$ cat src/rtl/mux_arb_2to1.sv
// Two-requester burst arbiter driving one registered shared data path.
// Ownership ends on req drop, a last beat, or MAX_BEATS; priority rotates on every release.
module mux_arb_2to1 #(
  parameter int WIDTH     = 8,
  parameter int MAX_BEATS = 4
) (
  input  logic             clk,
  input  logic             rst_n,
  input  logic             req0,
  input  logic             req1,
  input  logic             last0,
  input  logic             last1,
  input  logic [WIDTH-1:0] d0,
  input  logic [WIDTH-1:0] d1,
  output logic             gnt0,
  output logic             gnt1,
  output logic             sel,
  output logic [WIDTH-1:0] y,
  output logic             y_valid
);

  localparam int CNT_W = $clog2(MAX_BEATS + 1);
  localparam logic [CNT_W-1:0] MAX_CNT = CNT_W'(MAX_BEATS);

  typedef enum logic [1:0] {
    IDLE = 2'd0,
    OWN0 = 2'd1,
    OWN1 = 2'd2
  } state_e;

  state_e           state_q, state_d;
  logic             prio_q, prio_d;
  logic             sel_q, sel_d;
  logic [WIDTH-1:0] y_q, y_d;
  logic             yValid_q, yValid_d;
  logic [CNT_W-1:0] beatCnt_q, beatCnt_d;

  logic             owned;
  logic             ownReq;
  logic             ownLast;
  logic             otherReq;
  logic             beat;
  logic             relOwner;
  logic [WIDTH-1:0] ownData;
  logic [CNT_W-1:0] cntInc;

  always_comb begin
    owned    = (state_q == OWN0) || (state_q == OWN1);
    ownReq   = (state_q == OWN1) ? req1  : req0;
    ownLast  = (state_q == OWN1) ? last1 : last0;
    ownData  = (state_q == OWN1) ? d1    : d0;
    otherReq = (state_q == OWN1) ? req0  : req1;
    beat     = owned && ownReq;
    cntInc   = beatCnt_q + CNT_W'(1);
    // A dropped req releases without a beat; otherwise the beat itself may end the grant.
    relOwner = owned && (!ownReq || (beat && (ownLast || (cntInc == MAX_CNT))));
  end

  always_comb begin
    state_d   = state_q;
    prio_d    = prio_q;
    beatCnt_d = beatCnt_q;
    unique case (state_q)
      IDLE: begin
        beatCnt_d = '0;
        if (req0 && (!req1 || !prio_q)) begin
          state_d = OWN0;
        end else if (req1) begin
          state_d = OWN1;
        end
      end
      OWN0, OWN1: begin
        if (relOwner) begin
          prio_d    = (state_q == OWN0);
          beatCnt_d = '0;
          if (otherReq) begin
            state_d = (state_q == OWN0) ? OWN1 : OWN0;
          end else begin
            state_d = IDLE;
          end
        end else if (beat) begin
          beatCnt_d = cntInc;
        end
      end
      default: begin
        state_d   = IDLE;
        beatCnt_d = '0;
      end
    endcase
  end

  // sel follows the owner being entered and keeps the last owner while idle.
  always_comb begin
    sel_d = sel_q;
    if (state_d == OWN0) begin
      sel_d = 1'b0;
    end else if (state_d == OWN1) begin
      sel_d = 1'b1;
    end
    y_d      = beat ? ownData : y_q;
    yValid_d = beat;
  end

  always_ff @(posedge clk or negedge rst_n) begin
    if (!rst_n) begin
      state_q   <= IDLE;
      prio_q    <= 1'b0;
      sel_q     <= 1'b0;
      y_q       <= '0;
      yValid_q  <= 1'b0;
      beatCnt_q <= '0;
    end else begin
      state_q   <= state_d;
      prio_q    <= prio_d;
      sel_q     <= sel_d;
      y_q       <= y_d;
      yValid_q  <= yValid_d;
      beatCnt_q <= beatCnt_d;
    end
  end

  assign gnt0    = (state_q == OWN0);
  assign gnt1    = (state_q == OWN1);
  assign sel     = sel_q;
  assign y       = y_q;
  assign y_valid = yValid_q;

endmodule

$ cat config.mk
export PLATFORM = sky130hd
export DESIGN_NAME = mux_arb_2to1
export DESIGN_NICKNAME = d
export VERILOG_FILES = /design/src/rtl/mux_arb_2to1.sv
export SDC_FILE = /design/constraint.sdc
export NUM_CORES = 1
export LEC_CHECK = 0
export ABC_AREA = 0
export BUFFER_PORTS_ARGS = -buffer_cell sky130_fd_sc_hd__buf_2
export CAP_MARGIN = 10
export CORE_UTILIZATION = 35
export DETAILED_ROUTE_END_ITERATION = 8
export HOLD_SLACK_MARGIN = 0.06
export PLACE_DENSITY = 0.72
export REMOVE_ABC_BUFFERS = 1
export SLEW_MARGIN = 20
export SYNTH_ARGS = -nofsm -noshare
export SYNTH_HDL_FRONTEND = slang
export SYNTH_SLANG_ARGS = --single-unit
$ cat constraint.sdc
create_clock -name clk -period 2.85 [get_ports clk]
set_clock_uncertainty 0.1 [all_clocks]
set_input_delay 0.7125 -clock clk [delete_from_list [all_inputs] [get_ports clk]]
set_output_delay 0.7125 -clock clk [all_outputs]
set_load 0.01 [all_outputs]
==> run_results.csv <==
group,metric,value,unit
pwr,finalPower,1037,µW
die,core_area,2297,µm²
sta,max_freq,398.2,MHz
logic_synthesis,synth-edff-count,0,
cells_and_area,area_growth_syn_to_layout,26.39,%
sta,grt_setup_unrepaired,"no",
cells_and_area,num-fill-cells,207,
worst_hold_path,hp-class,"in -> async",
pwr,p_leak,0.0006429,µW
routing,ant_nets,0,
logic_synthesis,ys_seq_elements,16,
place,portBuffers,33,
logic_synthesis,ys_seq_area_share,45.65,%
place,place_hpwl,1271,µm
logic_synthesis,synth_cells,80,
sta,setup_slack,0.3385,ns
clock_tree,numClockSinks,16,
routing,wl,1646,µm
clock_tree,path_clk_slew,0.10,ns
place,place_area,1072,µm²
flow_run,maxCapViolCount,0,
place,post-place-ws,0.3452,ns
worst_setup_path,timing.critical_path.mode_cell,"ha_1",
worst_setup_path,r2r_slack,0.34,ns
clock_tree,ctsHoldBuffers,0,
worst_setup_path,slowest_stage,"or4b_1",
logic_synthesis,yosysMostFrequentCell,"dfrtp_1",
die,die_w,52.06,µm
die,num_io_pins,34,
worst_setup_path,max_stage_delay,0.47,ns
global_routing,grt_pass1_wl,2815,µm
routing,drt-vias-per-instance,4.778,
pwr,powerDensity,935.3,nW/µm²
clock_tree,htreeDepth,1,
routing,wire_per_inst,11.43,µm
worst_setup_path,r2r_end,"sel",
cells_and_area,stdcell_area,1109,µm²
cells_and_area,drive_gt1_share,35.34,%
global_routing,antenna_found_initial,0,
worst_setup_path,reg2regPathDepth,9,
place,gp_congestion,0.7906,
clock_tree,clock_latency,0.29,ns
die,die_height,52.06,µm
logic_synthesis,yosysWarnings,0,
logic_synthesis,synth.top_cells.by_area,"dfrtp_1, mux2i_1, ha_1",
global_routing,grt_max_degree,18,
global_routing,gr-total-overflow,0,
worst_setup_path,required,2.94,ns
sta,finalCriticalPeriod,2.511,ns
sta,drv_slew,0,
worst_setup_path,crit_path_start_kind,"flip-flop",
worst_setup_path,crit_path_max_fanout,9,
die,initial_utilization,38.18,%
sta,post-route-period-util,88.12,%
worst_setup_path,critical_path.cell_chain,"inv_1 -> ha_1 -> buf_4 -> mux2i_1 -> or4b_1 -> a21oi_1 -> ha_1 -> nand2_1 -> o21ai_0",
clock_tree,cts-root-buf,"clkbuf_4",
worst_setup_path,endpoint_kind,"flip-flop",
logic_synthesis,yosys.area.top_type,"dfrtp_1",
global_routing,grt_pass1_vias,647,
logic_synthesis,syn_area,877.1,µm²
clock_tree,cts_buffers,3,
clock_tree,clk_path_buf_depth,2,
sta,setup-violations-final,0,
logic_synthesis,synth_top_area_share,45.65,%
run_status,outcome,"finished clean",
cells_and_area,antenna_cells,0,
sta,worstMarginPinSlew,0.4537,ns
cells_and_area,nNetsFinal,146,
die,die-area,2710,µm²
logic_synthesis,synth.avg_cell_area,10.96,µm²
worst_setup_path,cp.arrival,2.60,ns
global_routing,track_usage,14.63,%
routing,drc,0,
routing,vias,688,
sta,finalSetupTns,0,ns
logic_synthesis,synth_common_cells,"dfrtp_1, nand2_1, o21ai_0",
routing,initialDrtViolationCount,3,
logic_synthesis,synth_flop_cell,"dfrtp_1",
sta,maxSlewHeadroom,69.68,%
sta,final-hold-violation-count,0,
clock_tree,cts_setup_buffers,0,
logic_synthesis,synthArstFlopShare,100.0,%
pwr,irDropWorstVdd,0.4852,mV
routing,firstDrtPassIters,3,
clock_tree,cts_tree,"built",
worst_setup_path,worstReg2RegStart,"state_q[0]",
clock_tree,cts_resized,0,
die,row_count,17,
worst_setup_path,crit_type,"reg -> reg",
logic_synthesis,ys_types,25,
## layer usage
| layer | part of all wire (%) | global-route usage (%) |
|---|---|---|
| met1 | 43 | 16.64 |
| met2 | 49 | 25.21 |
| met3 | 6.7 | 5.556 |
| met4 | 0.67 | 4.054 |
| met5 | 0 | 0 |
## how the worst max path moves through the flow
stage,slack (ns),depth (start not counted),endpoint,start
2_1_floorplan,0.24,9,sel,state_q[0]
3_3_place_gp,0.38,8,sel,req0
3_5_place_dp,0.35,8,sel,req0
4_1_cts,0.33,9,sel,state_q[0]
5_1_grt,0.12,9,sel,state_q[0]
6_report,0.34,9,sel,state_q[0]
## final cells by class
cell class / instances / area [µm²] / share of cell area (%)
clock buffers: 4 / 36.28 / 3.273
multi-input cells: 59 / 452.9 / 40.86
well taps: 28 / 35.03 / 3.160
flip-flops and latches: 16 / 400.4 / 36.12
inverters: 3 / 11.26 / 1.016
repair buffers: 34 / 172.7 / 15.58
## cell usage in the layout, fill, tap and decap left out
cell type,count
nand3b_1,1
mux2_2,1
dfrtp_1,16
and3_1,2
a22oi_4,1
mux2i_1,10
or3b_4,1
o21a_1,1
or4b_1,1
buf_4,1
nor4bb_1,1
clkbuf_4,3
ha_1,7
a21oi_1,1
or2b_1,1
nor2_1,2
nand2b_1,2
inv_1,3
a2bb2oi_1,1
clkbuf_8,1
o21ai_0,11
buf_2,33
a32oi_1,1
nor3b_1,1
mux2_1,1
nand2_1,11
xor2_1,1
## state kept, by name (all words and copies together), names as in the netlist
signal,cells
beatCnt_q,3
y,8
sel,1
state_q,2
y_valid,1
prio_q,1
## logic make-up (layout without fill, tap and decap cells)
logic type	after synthesis	count (layout)	synth area share (%)
AOI/OAI and AO/OA	16	16	12.13
DFF	16	16	45.65
adders and majority gates	7	7	9.985
and+or+nand+nor	23	23	14.55
xor gates and xnor gates	1	1	0.9988
buffers and inverters	5	41	2.710
muxes	12	12	13.98
## power breakdown
part           total (µW)  switching [µW]  internal [µW]
sequential            374            51.6            323
clock                 153            75.0           77.9
combinational         510             279            230
## stage by stage
step           hold WS (ns)  utilization (%)  cells
6_report             0.2083            48.26    144
3_3_place_gp         0.3514            46.68    140
2_1_floorplan        0.3169                -     78
4_1_cts              0.2143            48.26    144
3_5_place_dp         0.3656            46.68    140
5_1_grt              0.2278            48.26    144
## critical path, delay by kind of cell, from the launching register on
| kind | cells | cell delay (ns) |
|---|---|---|
| AO/OA/AOI/OAI | 2 | 0.26 |
| adder cells (fa/ha/maj) | 2 | 0.59 |
| buffers and inverters | 2 | 0.36 |
| flip-flops | 1 | 0.45 |
| multiplexers | 1 | 0.12 |
| AND/OR/NAND/NOR | 2 | 0.54 |
(Power assumes the default switching activity.)
